--- config.mk ---
export PLATFORM = sky130hd
export DESIGN_NAME = fp16_add_arbiter
export DESIGN_NICKNAME = d
export VERILOG_FILES = /design/src/rtl/fp16_add_arbiter.sv
export SDC_FILE = /design/constraint.sdc
export NUM_CORES = 1
export LEC_CHECK = 0
export ABC_AREA = 1
export BUFFER_PORTS_ARGS = -buffer_cell sky130_fd_sc_hd__buf_2
export CAP_MARGIN = 20
export CORE_MARGIN = 2
export CORE_UTILIZATION = 41
export CTS_CLUSTER_DIAMETER = 120
export DETAILED_ROUTE_END_ITERATION = 12
export PLACE_DENSITY = 0.79
export REMOVE_ABC_BUFFERS = 1
export SKIP_CTS_REPAIR_TIMING = 1
export SLEW_MARGIN = 20
export SYNTH_ARGS = -nofsm -noshare
export SYNTH_HDL_FRONTEND = slang
export SYNTH_SLANG_ARGS = --single-unit
--- constraint.sdc ---
create_clock -name clk -period 1.66 [get_ports clk]
set_clock_uncertainty 0.05 [all_clocks]
set_input_delay 0 -clock clk [delete_from_list [all_inputs] [get_ports clk]]
set_output_delay 0 -clock clk [all_outputs]
set_load 0.01 [all_outputs]
--- src/rtl/fp16_add_arbiter.sv ---
// Round-robin sequencer sharing one fp16 adder among NREQ lanes; issues one
// operand pair at a time, returns the tagged sum, and times out a silent adder.
//   state   | meaning
//   S_IDLE  | arbitrate; grant latches operands and raises add_valid
//   S_ISSUE | add_valid high for this single cycle
//   S_WAIT  | wait for add_complete or watchdog expiry
module fp16_add_arbiter #(
    parameter int NREQ    = 4,
    parameter int IDW     = 2,
    parameter int TIMEOUT = 8
) (
    input  logic                 clk,
    input  logic                 rst,
    input  logic [NREQ-1:0]      req_valid,
    input  logic [NREQ*16-1:0]   req_data1,
    input  logic [NREQ*16-1:0]   req_data2,
    output logic [NREQ-1:0]      req_ready,
    output logic                 rsp_valid,
    output logic [IDW-1:0]       rsp_id,
    output logic [15:0]          rsp_result,
    output logic                 rsp_err,
    output logic                 busy,
    output logic [15:0]          add_data1,
    output logic [15:0]          add_data2,
    output logic                 add_valid,
    input  logic [15:0]          add_result,
    input  logic                 add_complete
);

    localparam logic [1:0] S_IDLE  = 2'd0;
    localparam logic [1:0] S_ISSUE = 2'd1;
    localparam logic [1:0] S_WAIT  = 2'd2;
    localparam logic [7:0] CNT_LAST = 8'(TIMEOUT - 1);

    logic [1:0]     state_q, state_d;
    logic [IDW-1:0] ptr_q, ptr_d;
    logic [IDW-1:0] id_q, id_d;
    logic [7:0]     cnt_q, cnt_d;
    logic [15:0]    a_q, a_d, b_q, b_d;
    logic           av_q, av_d;
    logic           rv_q, rv_d;
    logic [IDW-1:0] rid_q, rid_d;
    logic [15:0]    rres_q, rres_d;
    logic           rerr_q, rerr_d;

    logic [2*NREQ-1:0] req_dbl;
    logic [NREQ-1:0]   req_rot;
    logic              grant_any;
    logic [IDW-1:0]    grant_id;
    logic [IDW-1:0]    grant_nxt;
    int                sel;
    int                nxt;

    // Rotate requests so bit 0 is the lane at ptr; the lowest set bit wins.
    always_comb begin
        req_dbl   = {req_valid, req_valid} >> ptr_q;
        req_rot   = req_dbl[NREQ-1:0];
        grant_any = 1'b0;
        sel       = 0;
        for (int k = NREQ - 1; k >= 0; k--) begin
            if (req_rot[k]) begin
                grant_any = 1'b1;
                sel       = int'(ptr_q) + k;
            end
        end
        if (sel >= NREQ) sel = sel - NREQ;
        grant_id = IDW'(sel);
        nxt      = sel + 1;
        if (nxt >= NREQ) nxt = 0;
        grant_nxt = IDW'(nxt);
    end

    assign req_ready = (state_q == S_IDLE && grant_any && !rst) ?
                       (NREQ'(1) << grant_id) : '0;

    always_comb begin
        state_d = state_q;
        ptr_d   = ptr_q;
        id_d    = id_q;
        cnt_d   = cnt_q;
        a_d     = a_q;
        b_d     = b_q;
        av_d    = 1'b0;
        rv_d    = 1'b0;
        rid_d   = rid_q;
        rres_d  = rres_q;
        rerr_d  = rerr_q;
        case (state_q)
            S_IDLE: begin
                if (grant_any) begin
                    a_d     = req_data1[16*grant_id +: 16];
                    b_d     = req_data2[16*grant_id +: 16];
                    id_d    = grant_id;
                    ptr_d   = grant_nxt;
                    av_d    = 1'b1;
                    state_d = S_ISSUE;
                end
            end
            S_ISSUE: begin
                cnt_d   = 8'd0;
                state_d = S_WAIT;
            end
            S_WAIT: begin
                if (add_complete) begin
                    rres_d  = add_result;
                    rid_d   = id_q;
                    rerr_d  = 1'b0;
                    rv_d    = 1'b1;
                    state_d = S_IDLE;
                end else if (cnt_q == CNT_LAST) begin
                    rres_d  = 16'h0000;
                    rid_d   = id_q;
                    rerr_d  = 1'b1;
                    rv_d    = 1'b1;
                    state_d = S_IDLE;
                end else begin
                    cnt_d = cnt_q + 8'd1;
                end
            end
            default: state_d = S_IDLE;
        endcase
    end

    always_ff @(posedge clk) begin
        if (rst) begin
            state_q <= S_IDLE;
            ptr_q   <= '0;
            id_q    <= '0;
            cnt_q   <= 8'd0;
            a_q     <= 16'h0000;
            b_q     <= 16'h0000;
            av_q    <= 1'b0;
            rv_q    <= 1'b0;
            rid_q   <= '0;
            rres_q  <= 16'h0000;
            rerr_q  <= 1'b0;
        end else begin
            state_q <= state_d;
            ptr_q   <= ptr_d;
            id_q    <= id_d;
            cnt_q   <= cnt_d;
            a_q     <= a_d;
            b_q     <= b_d;
            av_q    <= av_d;
            rv_q    <= rv_d;
            rid_q   <= rid_d;
            rres_q  <= rres_d;
            rerr_q  <= rerr_d;
        end
    end

    assign busy       = (state_q != S_IDLE);
    assign add_data1  = a_q;
    assign add_data2  = b_q;
    assign add_valid  = av_q;
    assign rsp_valid  = rv_q;
    assign rsp_id     = rid_q;
    assign rsp_result = rres_q;
    assign rsp_err    = rerr_q;

endmodule
==> run_results.csv, run 1 <==
group,metric,value,unit
sta,hold_violations,22,
sta,worst_slack,-0.319,ns
synthesis,yosys_warnings,0,
layout,final_cells,1034,
route,wl_per_cell,14.4,um
sta,maxSlewViolCount,0,
pwr,power.share.sequential,23.0,%
grt,grt.total_usage,22.0,%
synthesis,ys.flop_type,"dfxtp_1",
pwr,intPower,5360,uW
route,first_iter_violations,298,
setup_path,path_max_fanout,5,
sta,hold_ws,-0.0340,ns
worst_hold_path,hold_path_end,"add_data1[4]",
synthesis,synth-seq-area-share,34.7,%
layout,syn_to_final_growth,68.0,%
pwr,ir_drop,1.03,mV
layout,antenna_cells,0,
clock_tree,cts.clk_slew.worst_paths,0.08,ns
placed_design,placedCellCount,923,
clock_tree,cts.sinks,67,
clock_tree,cts_tree,"done",
sta,setup_tns,-7.52,ns
route,vias,5471,
pwr,p_leak,0.00335,uW
setup_path,reg2reg_depth,12,
sta,setup_viol,37,
synthesis,synth.area.top_cells,"dfxtp_1, nand3_1, nand2_1, inv_1, a21oi_1",
sta,rsz0062_at_grt,"true",
grt,top_usage_layer,"met2",
grt,grt_max_degree,49,
synthesis,synth_top_cell_area_share,34.7,%
pwr,pwr-share-comb,60.6,%
synthesis,synth-edff-count,0,
clock_tree,cts_root_buffer,"clkbuf_8",
route,drtAntennaViolNets,0,
setup_path,rrSetupSlack,-0.23,ns
sta,max_freq,505,MHz
pwr,p_clk_share,16.4,%
grt,grt_pass1_vias,4193,
floorplan,dieArea,10200,sq um
pwr,p_per_area,1470,nW/um^2
route,vias_per_cell,5.29,
placed_design,dp_hpwl,8630,um
floorplan,rows,35,
synthesis,synth-xor-area-share,0,%
grt,grtUsageMet2,38.6,%
setup_path,start_kind,"flop",
floorplan,core,9200,sq um
synthesis,synth_area_per_cell,6.28,sq um
clock_tree,numCtsBuffers,9,
floorplan,fp.dieW,101,um
synthesis,synth-seq-cells,67,
route,post-route-drc-count,0,
setup_path,r2r-end,"add_data1[14]",
floorplan,die_y,101,um
synthesis,synthMuxAreaShare,0,%
placed_design,gp_congestion,0.855,
clock_tree,worstSkewPairLatency,0.34,ns
grt,grt_pass1_wl,18600,um
layout,finish.utilization,70.7,%
synthesis,async_flop_share,0,%
layout,design_area,6500,sq um
clock_tree,clk_path_buf_depth,2,
sta,timing.slew.headroom,77.0,%
floorplan,start_util,42.1,%
synthesis,synth_largest_area_cell,"dfxtp_1",
worst_hold_path,hold_depth,5,
setup_path,cp-end-kind,"output port",
setup_path,crit_required,1.61,ns
setup_path,rr_startpoint,"ptr_q[0]",
pwr,swShare,43.9,%
pwr,net-switching-power,4200,uW
sta,tightest_slew,0.346,ns
synthesis,synth_cell_types,26,
synthesis,synth_simple_gate_area_share,48.4,%
route,drt-pass1-iter-count,6,
floorplan,top_level_ports,209,
run_status,status,"complete, but fails checks",
flow_run,drv_cap,0,
layout,layout-drive-gt1-share,33.7,%
worst_hold_path,hp-class,"in -> reg",
placed_design,dpl_cell_area,5140,sq um
synthesis,yosys.area_share.adder,0.647,%
route,routed_wl,14900,um
placed_design,port_buffers,208,
worst_hold_path,hp-start,"req_data1[36]",
run_status,violations,"negative hold slack, negative setup slack",
synthesis,synth-compound-area-share,4.59,%
clock_tree,htree_levels,3,
sta,final.min_clock_period,1.98,ns
grt,met1_usage,27.2,%
synthesis,synthTopCellsByCount,"nand3_1, nand2_1, dfxtp_1, inv_1, nor2_1",
grt,grt_overflow,0,
synthesis,yosysMostFrequentCell,"nand3_1",
setup_path,critPathArrivalTime,1.93,ns
synthesis,synth_cells,616,
sta,fin_crit_sh,119,%
setup_path,critPathKind,"reg -> out",
layout,final_nets,1071,
grt,met3_usage,4.83,%
synthesis,synth_top_family_by_area,"simple AND/OR/NAND/NOR gates",
synthesis,netlist_area,3870,sq um
grt,grt_antenna_before_repair,0,
layer usage:
| metal | part of all wire (%) | wire (um) |
|---|---|---|
| met2 | 49 | 7380 |
| met4 | 3.7 | 551 |
| met5 | 0 | 0 |
| met1 | 38 | 5650 |
| met3 | 9.1 | 1360 |
worst max path at each step:
stage	endpoint	startpoint	cells after the start
after floorplan	ptr_q[1]	ptr_q[0]	10
after global placement	add_data2[7]	ptr_q[0]	13
after detailed placement	add_data2[7]	ptr_q[0]	13
after CTS	req_ready[3]	ptr_q[0]	12
after global routing	req_ready[0]	ptr_q[1]	11
final	req_ready[3]	ptr_q[1]	11
cell usage in the layout (no fill, tap or decap), types with 2 or more instances in the layout:
cell,count
nor2_2,7
nor2_1,24
a21oi_1,23
buf_12,10
inv_1,42
buf_4,27
bufinv_16,2
clkinv_1,2
inv_8,2
buf_2,208
inv_6,4
o22ai_1,2
buf_8,2
nand3_2,7
inv_2,3
nand2_4,3
clkbuf_8,9
o21ai_0,9
nand2_1,155
nor3_1,4
dlygate4sd3_1,85
dfxtp_4,2
nand2_2,15
nand3_1,196
dfxtp_1,65
power groups by stage:
stage	sequential [uW]	clock (uW)	combinational, uW
3_3_place_gp	2190	0	4830
2_1_floorplan	2320	0	2720
5_1_grt	2240	1680	6320
6_report	2200	1560	5790
3_5_place_dp	2200	0	4860
4_1_cts	2170	1600	4870
layout make-up:
cell class	instances	area, sq um
Sequential cell	67	1350
Clock buffer	9	124
Tap cell	111	139
Multi-Input combinational cell	456	2220
Inverter	50	203
Fill cell	714	2700
Timing Repair Buffer	334	2360
Clock inverter	7	105
through the flow:
step | setup WS, ns | total power, uW
2_1_floorplan | -1.72 | 5050
3_3_place_gp | -0.164 | 7020
3_5_place_dp | -0.229 | 7070
4_1_cts | -0.533 | 8640
5_1_grt | -0.416 | 10200
6_report | -0.319 | 9550
critical path: stages, from the launching register on:
cell and delay, ns:
dfxtp_4 0.41, inv_6 0.05, buf_4 0.14, nand3_1 0.09
nand2_1 0.07, nand2_2 0.11, nand3_4 0.16, nand2_8 0.13
buf_12 0.12, nand2_2 0.07, nor2_2 0.10, buf_2 0.13
cell families (layout without fill, tap and decap cells):
kind of cell             Yosys count  in the layout
AND/OR/NAND/NOR                  419            419
AO/OA/AOI/OAI                     35             35
flip-flops                        67             67
buffers and inverters             93            400
adder cells (fa/ha/maj)            2              2
state kept, by name, summed over array words and instances, names as in the netlist:
signal and cells:
rsp_id 2, state_q 2, add_data1 16, id_q 2, cnt_q 8, ptr_q 2
add_valid 1, rsp_valid 1, rsp_result 16, rsp_err 1, add_data2 16
No activity file was read; power rests on OpenSTA's default activity.
==> inputs of run 2 (changes only) <==
CORE_MARGIN = unset   (was 2)
==> run 2 against run 1 <==
The run still ends with negative hold slack, negative setup slack left. Combinational power grew 15%. Total power grew 7.7%. Via count increased by 5.7%. Final area up 6.6%. Worst setup slack worse by 0.015 ns. Sequential share of layout area down 1.3 points. Die area down 3.9%. Count of clock-buffer cells in the layout unchanged. Routed wire length rose by 15%. First-iteration DRC count increased by 42%. Non-clock buffer count up 36. Sequential power barely moved.
==> run_results.csv, run 2 (same netlist as run 1, synthesis figures left out) <==
group,metric,value,unit
route,vias,5781,
grt,grt_pass1_vias,4319,
layout,finish.utilization,75.3,%
pwr,p_leak,0.00357,uW
pwr,p_per_area,1490,nW/um^2
layout,antenna_cells,0,
clock_tree,numCtsBuffers,9,
layout,layout-drive-gt1-share,35.3,%
sta,maxSlewViolCount,0,
placed_design,port_buffers,208,
setup_path,cp_slowest_cell,"dfxtp_4",
sta,final.min_clock_period,1.99,ns
floorplan,dieArea,9830,sq um
sta,hold_violations,16,
floorplan,core,9200,sq um
setup_path,start_kind,"flop",
placed_design,gp_congestion,0.899,
layout,final_common_cell,"buf_2",
route,wl_per_cell,16.1,um
sta,tightest_slew,0.383,ns
setup_path,path_delay_family,"simple AND/OR/NAND/NOR gates",
floorplan,start_util,42.1,%
clock_tree,cts.sinks,67,
layout,final_nets,1107,
sta,worst_slack,-0.335,ns
floorplan,top_level_ports,209,
layout,fill_cells,645,
route,drt-pass1-iter-count,6,
placed_design,dp_hpwl,8530,um
grt,grt_antenna_before_repair,0,
setup_path,critPathKind,"reg -> out",
clock_tree,cts_root_buffer,"clkbuf_8",
clock_tree,cts_tree,"done",
route,post-route-drc-count,0,
setup_path,path_max_fanout,7,
sta,rsz0062_at_grt,"true",
pwr,ir_drop,0.866,mV
clock_tree,htree_levels,3,
sta,max_freq,501,MHz
floorplan,die_y,99.2,um
flow_run,drv_cap,0,
sta,hold_ws,-0.0461,ns
setup_path,cp-end-kind,"output port",
floorplan,rows,35,
setup_path,crit_required,1.61,ns
run_status,status,"complete, but fails checks",
layout,final_cells,1070,
setup_path,critPathArrivalTime,1.94,ns
route,drtAntennaViolNets,0,
clock_tree,cts.clk_slew.worst_paths,0.08,ns
layout,syn_to_final_growth,79.0,%
sta,timing.slew.headroom,74.3,%
setup_path,cp.buffers_inverters,4,
placed_design,placedCellCount,931,
route,routed_wl,17200,um
clock_tree,worstSkewPairLatency,0.35,ns
grt,grt_max_degree,61,
floorplan,fp.dieW,99.2,um
setup_path,path_cells,"inv_8 -> nand2_4 -> nand2_1 -> nor2_2 -> nand3_2 -> nand2_2 -> nor2_4 -> buf_4 -> inv_2 -> nor3_2 -> buf_2",
grt,grt_overflow,0,
route,vias_per_cell,5.40,
sta,setup_viol,39,
worst_hold_path,hp-class,"in -> reg",
grt,grt.total_usage,24.0,%
clock_tree,clk_path_buf_depth,2,
route,first_iter_violations,422,
run_status,violations,"negative hold slack, negative setup slack",
layout,layout_common_cells,"buf_2, nand3_1, nand2_1",
setup_path,max_stage_delay,0.43,ns
grt,grt_pass1_wl,19100,um
sta,fin_crit_sh,120,%
-- run 2: changes by cell type in the layout (fill, tap and decap cells not counted), sizes merged --
cell / delta
bufinv: -1
clkbuf: +4
clkinv: +1
buf: +17
dlygate4sd3: +15
-- run 2: where the power goes --
part	switching, uW	internal [uW]
clock	717	717
combinational	3650	3000
sequential	225	1980
-- run 2: per-stage QoR --
step	hold slack, ns	instance area (sq um)	total power (uW)	setup TNS [ns]	setup slack [ns]
after floorplan	0.0191	3610	5050	-65.84	-1.72
after global placement	0.206	5170	7040	-3.83	-0.138
after detailed placement	0.212	5170	7070	-5.98	-0.214
after CTS	-0.169	5380	8510	-8.56	-0.554
after global routing	-0.00269	6930	10900	-11.99	-0.416
final	-0.0461	6930	10300	-8.20	-0.335
-- run 2: final cells by class --
cell class / instances / area [sq um] / area share [%]
multi-input cells: 456 / 2270 / 32.8
flip-flops and latches: 67 / 1350 / 19.5
clock inverters: 7 / 81.3 / 1.17
well taps: 111 / 139 / 2.00
repair buffers: 370 / 2770 / 39.9
inverters: 50 / 198 / 2.85
clock buffers: 9 / 124 / 1.79
-- run 2: path summary, 6_finish.rpt --
check	cells after the start	slack [ns]	start	to
max	11	-0.33	ptr_q[0]	req_ready[0]
min	5	-0.05	req_data2[41]	add_data2[9]
max reg2reg	14	-0.29	ptr_q[0]	add_data1[0]
min reg2reg	2	0.41	rsp_result[6]	rsp_result[6]
-- run 2: worst register-to-register path, stage by stage (launching register included) --
cell	delay, ns
dfxtp_4	0.40
inv_8	0.10
nand2_4	0.06
nand3_2	0.05
nand2_2	0.07
or2_1	0.24
nand2_1	0.07
nand2_1	0.06
nand2_2	0.11
buf_4	0.13
buf_8	0.12
buf_6	0.13
nand3_1	0.10
nand3_1	0.09
nand2_1	0.06
-- run 2: metal layers --
layer | part of all wire, % | vias to the layer above | GRT usage, %
met5 | 0 | - | 0
met4 | 4.8 | 0 | 9.16
met3 | 9.6 | 87 | 5.13
met2 | 49 | 400 | 42.4
met1 | 37 | 2590 | 28.4
li1 | - | 2704 | -
